`src/rtl/data_mem_ctrl_if.sv`:
```
// Signal bundle between the data memory controller, the core load/store stage and the memory port.
// The master modport is the controller's view; the slave modport is the environment (core + memory).
interface data_mem_ctrl_if;
    logic        i_core_rd_en;
    logic        i_core_wr_en;
    logic [31:0] i_core_addr;
    logic [31:0] i_core_wdata;
    logic [3:0]  i_core_size;
    logic        o_core_ready;
    logic [31:0] o_core_rdata;
    logic        o_core_err;

    logic        o_mem_req;
    logic        o_mem_we;
    logic [3:0]  o_mem_be;
    logic [31:0] o_mem_addr;
    logic [31:0] o_mem_wdata;
    logic        i_mem_gnt;
    logic        i_mem_rvalid;
    logic [31:0] i_mem_rdata;

    modport master (
        input  i_core_rd_en, i_core_wr_en, i_core_addr, i_core_wdata, i_core_size,
        output o_core_ready, o_core_rdata, o_core_err,
        output o_mem_req, o_mem_we, o_mem_be, o_mem_addr, o_mem_wdata,
        input  i_mem_gnt, i_mem_rvalid, i_mem_rdata
    );

    modport slave (
        output i_core_rd_en, i_core_wr_en, i_core_addr, i_core_wdata, i_core_size,
        input  o_core_ready, o_core_rdata, o_core_err,
        input  o_mem_req, o_mem_we, o_mem_be, o_mem_addr, o_mem_wdata,
        output i_mem_gnt, i_mem_rvalid, i_mem_rdata
    );
endinterface

```
`src/rtl/data_mem_ctrl.sv`:
```
// Single-outstanding load/store controller between the core and a req/gnt/rvalid memory port.
// Handles lane alignment, legality checks and a grant/response timeout.
module data_mem_ctrl #(
    parameter int unsigned TIMEOUT = 64
) (
    input logic             clk,
    input logic             rst,
    data_mem_ctrl_if.master bus
);

    typedef enum logic [1:0] {IDLE, REQ, WAIT, DONE} state_t;

    localparam logic [7:0] TMO_LAST = 8'(TIMEOUT - 1);

    state_t      state;
    state_t      state_nxt;
    logic [7:0]  tmo_cnt;
    logic [7:0]  tmo_cnt_nxt;
    logic        err_q;
    logic        err_nxt;

    logic        is_rd_q;
    logic [1:0]  off_q;
    logic [3:0]  size_q;
    logic        mem_we_q;
    logic [3:0]  mem_be_q;
    logic [31:0] mem_addr_q;
    logic [31:0] mem_wdata_q;
    logic [31:0] rdata_q;

    logic        core_req;
    logic        size_ok;
    logic        req_legal;
    logic        load_req;
    logic        rd_capture;
    logic        rd_clear;
    logic [31:0] rd_shifted;
    logic [31:0] rd_mask;

    assign core_req = bus.i_core_rd_en | bus.i_core_wr_en;

    // Only naturally aligned byte, half and word accesses are legal.
    always_comb begin
        case (bus.i_core_size)
            4'b0001: size_ok = 1'b1;
            4'b0011: size_ok = ~bus.i_core_addr[0];
            4'b1111: size_ok = (bus.i_core_addr[1:0] == 2'b00);
            default: size_ok = 1'b0;
        endcase
    end

    assign req_legal = size_ok & ~(bus.i_core_rd_en & bus.i_core_wr_en);

    always_ff @(posedge clk or posedge rst) begin
        if (rst) begin
            state   <= IDLE;
            tmo_cnt <= '0;
            err_q   <= 1'b0;
        end else begin
            state   <= state_nxt;
            tmo_cnt <= tmo_cnt_nxt;
            err_q   <= err_nxt;
        end
    end

    // Grant and response win over the timeout on the last allowed cycle.
    always_comb begin
        state_nxt   = state;
        tmo_cnt_nxt = tmo_cnt;
        err_nxt     = err_q;
        load_req    = 1'b0;
        rd_capture  = 1'b0;
        rd_clear    = 1'b0;
        case (state)
            IDLE: begin
                tmo_cnt_nxt = '0;
                if (core_req) begin
                    if (req_legal) begin
                        load_req  = 1'b1;
                        err_nxt   = 1'b0;
                        state_nxt = REQ;
                    end else begin
                        err_nxt   = 1'b1;
                        rd_clear  = bus.i_core_rd_en;
                        state_nxt = DONE;
                    end
                end
            end
            REQ: begin
                if (bus.i_mem_gnt) begin
                    tmo_cnt_nxt = '0;
                    state_nxt   = WAIT;
                end else if (tmo_cnt == TMO_LAST) begin
                    tmo_cnt_nxt = '0;
                    err_nxt     = 1'b1;
                    rd_clear    = is_rd_q;
                    state_nxt   = DONE;
                end else begin
                    tmo_cnt_nxt = tmo_cnt + 8'd1;
                end
            end
            WAIT: begin
                if (bus.i_mem_rvalid) begin
                    tmo_cnt_nxt = '0;
                    err_nxt     = 1'b0;
                    rd_capture  = is_rd_q;
                    state_nxt   = DONE;
                end else if (tmo_cnt == TMO_LAST) begin
                    tmo_cnt_nxt = '0;
                    err_nxt     = 1'b1;
                    rd_clear    = is_rd_q;
                    state_nxt   = DONE;
                end else begin
                    tmo_cnt_nxt = tmo_cnt + 8'd1;
                end
            end
            DONE: begin
                tmo_cnt_nxt = '0;
                state_nxt   = IDLE;
            end
            default: begin
                tmo_cnt_nxt = '0;
                state_nxt   = IDLE;
            end
        endcase
    end

    assign rd_shifted = bus.i_mem_rdata >> {off_q, 3'b000};
    assign rd_mask    = {{8{size_q[3]}}, {8{size_q[2]}}, {8{size_q[1]}}, {8{size_q[0]}}};

    // Memory-side fields are only written when a legal request is accepted, so they hold afterwards.
    always_ff @(posedge clk or posedge rst) begin
        if (rst) begin
            is_rd_q     <= 1'b0;
            off_q       <= 2'b00;
            size_q      <= 4'b0000;
            mem_we_q    <= 1'b0;
            mem_be_q    <= 4'b0000;
            mem_addr_q  <= '0;
            mem_wdata_q <= '0;
            rdata_q     <= '0;
        end else begin
            if (load_req) begin
                is_rd_q     <= bus.i_core_rd_en;
                off_q       <= bus.i_core_addr[1:0];
                size_q      <= bus.i_core_size;
                mem_we_q    <= bus.i_core_wr_en;
                mem_be_q    <= bus.i_core_size << bus.i_core_addr[1:0];
                mem_addr_q  <= {bus.i_core_addr[31:2], 2'b00};
                mem_wdata_q <= bus.i_core_wdata << {bus.i_core_addr[1:0], 3'b000};
            end
            if (rd_capture) begin
                rdata_q <= rd_shifted & rd_mask;
            end else if (rd_clear) begin
                rdata_q <= '0;
            end
        end
    end

    assign bus.o_mem_req    = (state == REQ);
    assign bus.o_mem_we     = mem_we_q;
    assign bus.o_mem_be     = mem_be_q;
    assign bus.o_mem_addr   = mem_addr_q;
    assign bus.o_mem_wdata  = mem_wdata_q;

    assign bus.o_core_ready = (state == IDLE) ? ~core_req : (state == DONE);
    assign bus.o_core_err   = (state == DONE) & err_q;
    assign bus.o_core_rdata = rdata_q;

endmodule

```
`src/flat_wrapper.sv`:
```
// flat-port wrapper written by rule: the top's interface ports become plain ports
module data_mem_ctrl_flat 
#(
    parameter int unsigned TIMEOUT = 64
)
  (clk, rst, bus_i_core_rd_en, bus_i_core_wr_en, bus_i_core_addr, bus_i_core_wdata, bus_i_core_size, bus_o_core_ready, bus_o_core_rdata, bus_o_core_err, bus_o_mem_req, bus_o_mem_we, bus_o_mem_be, bus_o_mem_addr, bus_o_mem_wdata, bus_i_mem_gnt, bus_i_mem_rvalid, bus_i_mem_rdata);
  data_mem_ctrl_if bus_i ();
  input logic clk;
  input logic rst;
  input wire logic [$bits(bus_i.i_core_rd_en)-1:0] bus_i_core_rd_en;
  input wire logic [$bits(bus_i.i_core_wr_en)-1:0] bus_i_core_wr_en;
  input wire logic [$bits(bus_i.i_core_addr)-1:0] bus_i_core_addr;
  input wire logic [$bits(bus_i.i_core_wdata)-1:0] bus_i_core_wdata;
  input wire logic [$bits(bus_i.i_core_size)-1:0] bus_i_core_size;
  output wire logic [$bits(bus_i.o_core_ready)-1:0] bus_o_core_ready;
  output wire logic [$bits(bus_i.o_core_rdata)-1:0] bus_o_core_rdata;
  output wire logic [$bits(bus_i.o_core_err)-1:0] bus_o_core_err;
  output wire logic [$bits(bus_i.o_mem_req)-1:0] bus_o_mem_req;
  output wire logic [$bits(bus_i.o_mem_we)-1:0] bus_o_mem_we;
  output wire logic [$bits(bus_i.o_mem_be)-1:0] bus_o_mem_be;
  output wire logic [$bits(bus_i.o_mem_addr)-1:0] bus_o_mem_addr;
  output wire logic [$bits(bus_i.o_mem_wdata)-1:0] bus_o_mem_wdata;
  input wire logic [$bits(bus_i.i_mem_gnt)-1:0] bus_i_mem_gnt;
  input wire logic [$bits(bus_i.i_mem_rvalid)-1:0] bus_i_mem_rvalid;
  input wire logic [$bits(bus_i.i_mem_rdata)-1:0] bus_i_mem_rdata;
  assign bus_i.i_core_rd_en = bus_i_core_rd_en;
  assign bus_i.i_core_wr_en = bus_i_core_wr_en;
  assign bus_i.i_core_addr = bus_i_core_addr;
  assign bus_i.i_core_wdata = bus_i_core_wdata;
  assign bus_i.i_core_size = bus_i_core_size;
  assign bus_o_core_ready = bus_i.o_core_ready;
  assign bus_o_core_rdata = bus_i.o_core_rdata;
  assign bus_o_core_err = bus_i.o_core_err;
  assign bus_o_mem_req = bus_i.o_mem_req;
  assign bus_o_mem_we = bus_i.o_mem_we;
  assign bus_o_mem_be = bus_i.o_mem_be;
  assign bus_o_mem_addr = bus_i.o_mem_addr;
  assign bus_o_mem_wdata = bus_i.o_mem_wdata;
  assign bus_i.i_mem_gnt = bus_i_mem_gnt;
  assign bus_i.i_mem_rvalid = bus_i_mem_rvalid;
  assign bus_i.i_mem_rdata = bus_i_mem_rdata;
  data_mem_ctrl #(.TIMEOUT(TIMEOUT)) u_core (.clk(clk), .rst(rst), .bus(bus_i));
endmodule
```
`config.mk`:
```
export PLATFORM = sky130hd
export DESIGN_NAME = data_mem_ctrl_flat
export DESIGN_NICKNAME = d
export VERILOG_FILES = /design/src/rtl/data_mem_ctrl_if.sv /design/src/rtl/data_mem_ctrl.sv /design/src/flat_wrapper.sv
export SDC_FILE = /design/constraint.sdc
export NUM_CORES = 1
export LEC_CHECK = 0
export CAP_MARGIN = 40
export CORE_ASPECT_RATIO = 1.4
export CORE_UTILIZATION = 37
export DETAILED_ROUTE_END_ITERATION = 8
export PLACE_DENSITY = 0.68
export SETUP_SLACK_MARGIN = 0.5
export SYNTH_ARGS = -nofsm -noshare
export SYNTH_HDL_FRONTEND = slang
export SYNTH_SLANG_ARGS = --single-unit
```
`constraint.sdc`:
```
create_clock -name clk -period 11.4 [get_ports clk]
set_input_delay 3.42 -clock clk [delete_from_list [all_inputs] [get_ports clk]]
set_output_delay 3.42 -clock clk [all_outputs]
set_load 0.03 [all_outputs]
```
# Yosys cells after proc, flatten, opt, wreduce, memory -nomap -nowiden
# Cells that the tools add are included.
# Widths: inputs -> output; s select.
dict set report totals {
  elab_cells 69
  in_bits 106
  ff_bits 117
  out_inout_bits 104
}
dict set report op_classes {
  bitwise_logic 8
  n_mux 31
  n_shift 3
  reduce_logical 6
  n_addsub 1
  n_eq_ne 9
}
# cell count
set ops {}
lappend ops {{$mux 32} 2}
lappend ops {{$and 32x32->32} 1}
lappend ops {{$shl 32x5->32} 1}
lappend ops {{$shr 32x5->32} 1}
lappend ops {{$mux 8} 3}
lappend ops {{$pmux 8 s3} 1}
lappend ops {{$mux 1} 16}
lappend ops {{$mux 2} 5}
lappend ops {{$pmux 1 s3} 3}
lappend ops {{$add 8x1->8 const B} 1}
lappend ops {{$eq 8x6->1 const B} 1}
lappend ops {{$pmux 2 s4} 1}
lappend ops {{$eq 2x2->1 const B} 2}
lappend ops {{$eq 4x1->1 const B} 1}
lappend ops {{$eq 4x2->1 const B} 1}
lappend ops {{$eq 4x4->1 const B} 1}
lappend ops {{$logic_not 2->1} 2}
lappend ops {{$shl 4x2->4} 1}
lappend ops {{$and 1x1->1} 3}
lappend ops {{$not 1->1} 3}
lappend ops {{$reduce_and 3->1} 1}
lappend ops {{$reduce_bool 3->1} 1}
lappend ops {{$eq 2x1->1 const B} 1}
lappend ops {{$ne 2x1->1 const B} 1}
lappend ops {{4 further kinds} 4}

# Depth between registers and ports, before layout
dict set report logic_depth {
  ltp_word 8
  depth_mapped 8
  mapped_depth_nobuf 6
}

# Least setup slack after synthesis
# OpenSTA, ideal clock, no wires.
dict set report synth_timing {
  path_kind {input to output}
  startpoint {input bus_i_core_rd_en}
  endpoint {output bus_o_core_ready}
  n_path_buf 0
  arrival_ps 3899
  path_slack_ps 4081
  path_stages 3
  required_ps 7980
  cell_sequence {nor2_1 > nand2_1 > o21ai_0}
}
dict set report synth_via {
  elab_chain_cells 3
}
# element line_no
set synth_rtl {}
lappend synth_rtl {{start, declared} flat_wrapper.sv:10} ;# input wire logic [$bits(bus_i.i_core_rd_en)-1:0] bus_i_core_rd_en;
lappend synth_rtl {{$or 1x1->1} data_mem_ctrl.sv:40} ;# assign core_req = bus.i_core_rd_en | bus.i_core_wr_en;
lappend synth_rtl {{$not 1->1} data_mem_ctrl.sv:166} ;# assign bus.o_core_ready = (state == IDLE) ? ~core_req : (state == DONE);
lappend synth_rtl {{$mux 1} data_mem_ctrl.sv:166}
lappend synth_rtl {{end, declared} flat_wrapper.sv:15} ;# output wire logic [$bits(bus_i.o_core_ready)-1:0] bus_o_core_ready;
# No other way between the ends.

# Final worst setup path
# Ends and elaborated chain as after synthesis.

==> reports/qor.yml <==
status:
  status: "finished clean"
worst_setup_path:
  crit_type: "input port to output pin"
  cp.arrival_ps: 4930
  r2r_slack_ps: 8700
  r2r-end: "u_core.size_q[2]$_DFFE_PP0P_"
  r2r_cells: 6
  reg2reg_from: "u_core.state[1]$_DFFE_PP0P_"
  crit_fanout: 5
  critPathCaptureType: "output pin"
  worstSetupEndpoint: "bus_o_core_ready"
  start_kind: "input port"
  critPathLaunch: "bus_i_core_rd_en"
  cp.required_ps: 7980
drt:
  antenna_left: 0
  vias_per_cell: 5.21
  drtIter0Drc: 166
  wirelength_mm: 16.6
  wl_per_cell_um: 17.8
  drtPass1Iterations: 4
  vias: 4863
  drc: 0
global_routing:
  overflow: 0
  track_usage: 0.212
  antenna_found_initial: 0
  grt_pass1_wl_mm: 26.2
  grt_max_degree: 55
  grt_pass1_vias: 5056
layout:
  nNetsFinal: 840
  seq_area_um2: 2930
  antennaDiodeCount: 0
  multi_input_area_um2: 2640
  fillerInstances: 1320
  drive_gt1_frac: 0.151
  utilization: 0.573
  area_growth_pct: 49.5
clock_network:
  ctsResizeCount: 0
  cts_root_buffer: "clkbuf_16"
  cts_sinks: 117
  cts_setup_buffers: 0
  clockBufferDepth: 2
  h-tree-depth: 4
  clk_latency_ps: 410
  cts_made_buffers: 17
  hold_buffers: 0
  tritoncts: "done"
  clk_pin_slew_ps: 50
timing:
  slew_headroom: 0.395
  worst_pin_slew_ps: 908
  tns_ps: 0
  fin_crit_ps: 8350
  final_max_slew_viol_count: 0
  hold_viol: 0
  setup-violations-final: 0
  fin_skew_ps: 14.2
  rsz0062_at_grt: "false"
  fmaxAchievable_ghz: 0.120
  period_share: 0.732
floorplanning:
  die_y_um: 150
  dieArea_um2: 16200
  die_w_um: 108
  ioPinCount: 210
  start_util: 0.383
  core.rowCount: 53
  coreArea_um2: 15200
placed_design:
  dpl.hpwl_mm: 12.3
  port_buffers: 207
  finalWeightedCongestion: 0.813
yosys:
  synth_area_leaders: "dfrtp_1 50%, mux2_2 12%, mux2i_1 10%, nand2_1 4.2%, o32ai_1 3.6%"
  synth_edf_count: 0
  seq_area_frac_synth: 0.503
  yosysWarnings: 0
  yosys.area.top_type_share: 0.503
  yosysUniqueCellTypes: 40
  yosysMostFrequentCell: "dfrtp_1"
  syn_area_um2: 5820
  ys_seq_elements: 117
  synthArstFlopShare: 1.00
  netlist_top_cells_count: "117 x dfrtp_1, 65 x nand2_1, 62 x mux2_2"
  syn_avg_cell_area_um2: 11.0
  synth_area_leader_cell: "dfrtp_1"
  synth_ff_type: "dfrtp_1"
  synth_cells: 528
power:
  power_leakage_nw: 3.68
  pwr_density_cell_nw_per_um2: 272
  ir_drop_mv: 0.134
flow_run:
  drv_cap: 0
worst_hold_path:
  hp-class: "register to register"
cell type report:
cell class / count / area share
multi-input cells: 352 / 0.303
inverters: 25 / 0.0111
well taps: 192 / 0.0276
repair buffers: 216 / 0.250
flip-flops and latches: 117 / 0.336
clock buffers: 19 / 0.0509
clock inverters: 13 / 0.0207
critical path: stages:
cell	delay (ps)
clkdlybuf4s50_1	480
nor2_1	150
nand2_1	80
o21ai_0	100
clkdlybuf4s50_1	700
report_power, final:
group | switching, mW | leakage (nW) | internal (mW) | total [mW]
logic | 0.617 | 1.87 | 0.489 | 1.11
registers | 0.109 | 1.52 | 0.586 | 0.695
clock network | 0.192 | 0.299 | 0.371 | 0.563
total | 0.918 | 3.68 | 1.45 | 2.36
stage by stage:
| step | setup WS, ps | hold slack [ps] | total power, mW | std cells | instance area (um^2) |
|---|---|---|---|---|---|
| 4_1_cts | 3050 | 474 | 2.39 | 934 | 8700 |
| 5_1_grt | 3000 | 491 | 2.48 | 934 | 8700 |
| 2_1_floorplan | 4080 | 433 | 1.34 | 529 | 5830 |
| 6_report | 3050 | 463 | 2.36 | 934 | 8700 |
| 3_5_place_dp | 3070 | 467 | 1.81 | 902 | 8080 |
| 3_3_place_gp | 3110 | 451 | 1.79 | 899 | 8010 |
worst min-delay path by stage:
stage,slack (ps),cells past startpoint,end,from
3_5_place_dp,470,1,u_core.tmo_cnt[0]$_DFF_PP0_,u_core.tmo_cnt[0]$_DFF_PP0_
3_3_place_gp,450,1,u_core.tmo_cnt[0]$_DFF_PP0_,u_core.tmo_cnt[0]$_DFF_PP0_
6_report,460,1,u_core.tmo_cnt[0]$_DFF_PP0_,u_core.tmo_cnt[0]$_DFF_PP0_
4_1_cts,470,1,u_core.tmo_cnt[0]$_DFF_PP0_,u_core.tmo_cnt[0]$_DFF_PP0_
2_1_floorplan,430,1,u_core.tmo_cnt[0]$_DFF_PP0_,u_core.tmo_cnt[0]$_DFF_PP0_
5_1_grt,490,1,u_core.size_q[0]$_DFFE_PP0P_,u_core.size_q[0]$_DFFE_PP0P_
registers in the layout (all words and copies together) (netlist names):
name	cells
u_core.bus.o_core_rdata	32
u_core.bus.o_mem_addr	30
u_core.bus.o_mem_be	4
u_core.bus.o_mem_wdata	32
u_core.bus.o_mem_we	1
u_core.err_q	1
u_core.is_rd_q	1
u_core.off_q	2
u_core.size_q	4
u_core.state	2
u_core.tmo_cnt	8
layer usage:
metal  GRT usage  wire (um)  up-vias
met1       0.232       6160     2413
li1            -          -     2271
met5           0          0        -
met3      0.0576       1000       25
met2       0.376       9000      154
met4      0.0973        437        0
cell usage in the layout (no fill, tap or decap), types with 5 or more instances in the layout:
cell type        instances
a211oi_1                12
a21oi_1                 21
buf_4                    6
clkbuf_16               17
clkdlybuf4s50_1        206
dfrtp_1                117
ha_1                     5
inv_1                   24
mux2_2                  62
mux2i_1                 59
nand2_1                 65
nand3_1                  5
nor2_1                  32
nor2b_1                 12
o21ai_0                 12
o31ai_1                  8
o32ai_1                 24
logic make-up (layout without fill, tap and decap cells):
group,Yosys count,count (layout),share of synthesized area
compound gates,86,86,0.106
simple gates,132,132,0.103
buf+inv,60,273,0.0469
fa+ha+maj,5,5,0.0107
flops,117,117,0.503
other cells,1,2,0.000644
xor+xnor,6,6,0.00903
mux,121,121,0.221
(Power assumes the default switching activity.)
==> RTL edit, RTL diff (same settings) <==
Put a register stage on the output `bus.o_core_err`. The value now appears one clock later.
--- a/src/rtl/data_mem_ctrl.sv
+++ b/src/rtl/data_mem_ctrl.sv
@@ -164,7 +164,9 @@
     assign bus.o_mem_wdata  = mem_wdata_q;
 
     assign bus.o_core_ready = (state == IDLE) ? ~core_req : (state == DONE);
-    assign bus.o_core_err   = (state == DONE) & err_q;
+    always_ff @(posedge clk) begin
+        bus.o_core_err <= (state == DONE) & err_q;
+    end
     assign bus.o_core_rdata = rdata_q;
 
 endmodule
Function: changed (Yosys sat finds a counterexample within 4 cycles, from zero or initial values and one cycle with rst high).
==> RTL edit against the unedited design <==
- design area fell by 1.7%
- combinational power down 32%
- sequential cell count grew 1
- setup slack got worse by 120 ps
- non-clock buffer count is the same
- highest routed layer unchanged
- count of clock-buffer cells in the layout is the same
- total power fell by 20%
- first-iteration DRC count up 0.60%
- critical path type unchanged
- wire length shrank 5.8%
- synthesized area down 1.5%
==> RTL edit: results (changes against the unedited design) <==
| Metric | Value |
|---|---|
| Routed wire length | 15600 um (-5.8%) |
| Met1 wire length | 5970 um (-3.0%) |
| Async set-reset flop share out of synthesis | 99.2% (-0.85 points) |
| Area occupied by multi-input gates | 2570 um2 (-2.6%) |
| Synth Instances | 490 (-7.2%) |
| Tot GR Track Use | 20.1% (-1.1 points) |
| Multi-In Gates | 330 (-6.3%) |
| Cell Area, Placed | 7950 um2 (-1.6%) |
| Post-synthesis mux area share | 19.3% (-2.8 points) |
| Seq_cells | 118 (+0.85%) |
| Post-synthesis adder-cell area fraction | 1.09% (+0.017 points) |
| Vias in the first global route | 4980 (-1.5%) |
| Crit path max fanout | 6 (+1) |
| Invs w/o clock | 6 (-76%) |
| Met2 Routed Length | 8310 um (-7.6%) |
| Compound-Gate Fraction of Synth Area | 15.0% (+4.4 points) |
| Top cells by area, synth | dfrtp_1, mux2_1, mux2i_1 |
| Finished Layout Cells | 894 (-4.3%) |
| First-pass GRT wire length | 24900 um (-4.7%) |
| Worst Setup SP | bus_i_core_wr_en |
| WL met3 | 1010 um (+0.80%) |
| Final clock-cell share | 7.02% (-0.14 points) |
| Sequential area share after synthesis | 51.4% (+1.1 points) |
| R2r endpoint | u_core.bus.o_mem_addr[29] |
| Non-clock buffer share | 25.4% (+0.38 points) |
| Largest net degree at the start of global routing | 57 (+3.6%) |
| Commonest cells in the netlist | dfrtp_1, mux2_1, o21ai_0 |
| Status | completed |
| Post-Synth XOR/XNOR Area | 1.07% (+0.17 points) |
| Routability cong. | 0.805 (-1.0%) |
| Met2 Use GR | 35.4% (-2.2 points) |
| Reg2Reg Depth | 5 (-1) |
| Routing usage on met1 | 22.5% (-0.75 points) |
| Register area | 2950 um2 (+0.68%) |
RTL edit: cell count changes after synthesis, sizes merged, moves of 13 or more:
cell,unedited run,this run
mux2i,59,33
nand2,66,39
a32o,0,32
o32ai,24,0
nor2,33,20
inv,25,6
o21ai,12,46
RTL edit: power breakdown:
part,switching [W],internal (W),leakage (nW)
sequential,0.0000728,0.000534,1.56
combinational,0.000418,0.000332,1.87
clock,0.000197,0.000335,0.282
total,0.000688,0.00120,3.71
RTL edit: worst min path at each step:
stage / slack (ps) / end / depth (start not counted) / from
after floorplan: 430 / u_core.size_q[0] / 1 / u_core.size_q[0]
after global placement: 440 / u_core.size_q[0] / 1 / u_core.size_q[0]
after detailed placement: 460 / u_core.size_q[0] / 1 / u_core.size_q[0]
after CTS: 470 / u_core.tmo_cnt[0] / 1 / u_core.tmo_cnt[0]
after global routing: 490 / u_core.size_q[0] / 1 / u_core.size_q[0]
final: 470 / u_core.tmo_cnt[0] / 1 / u_core.tmo_cnt[0]
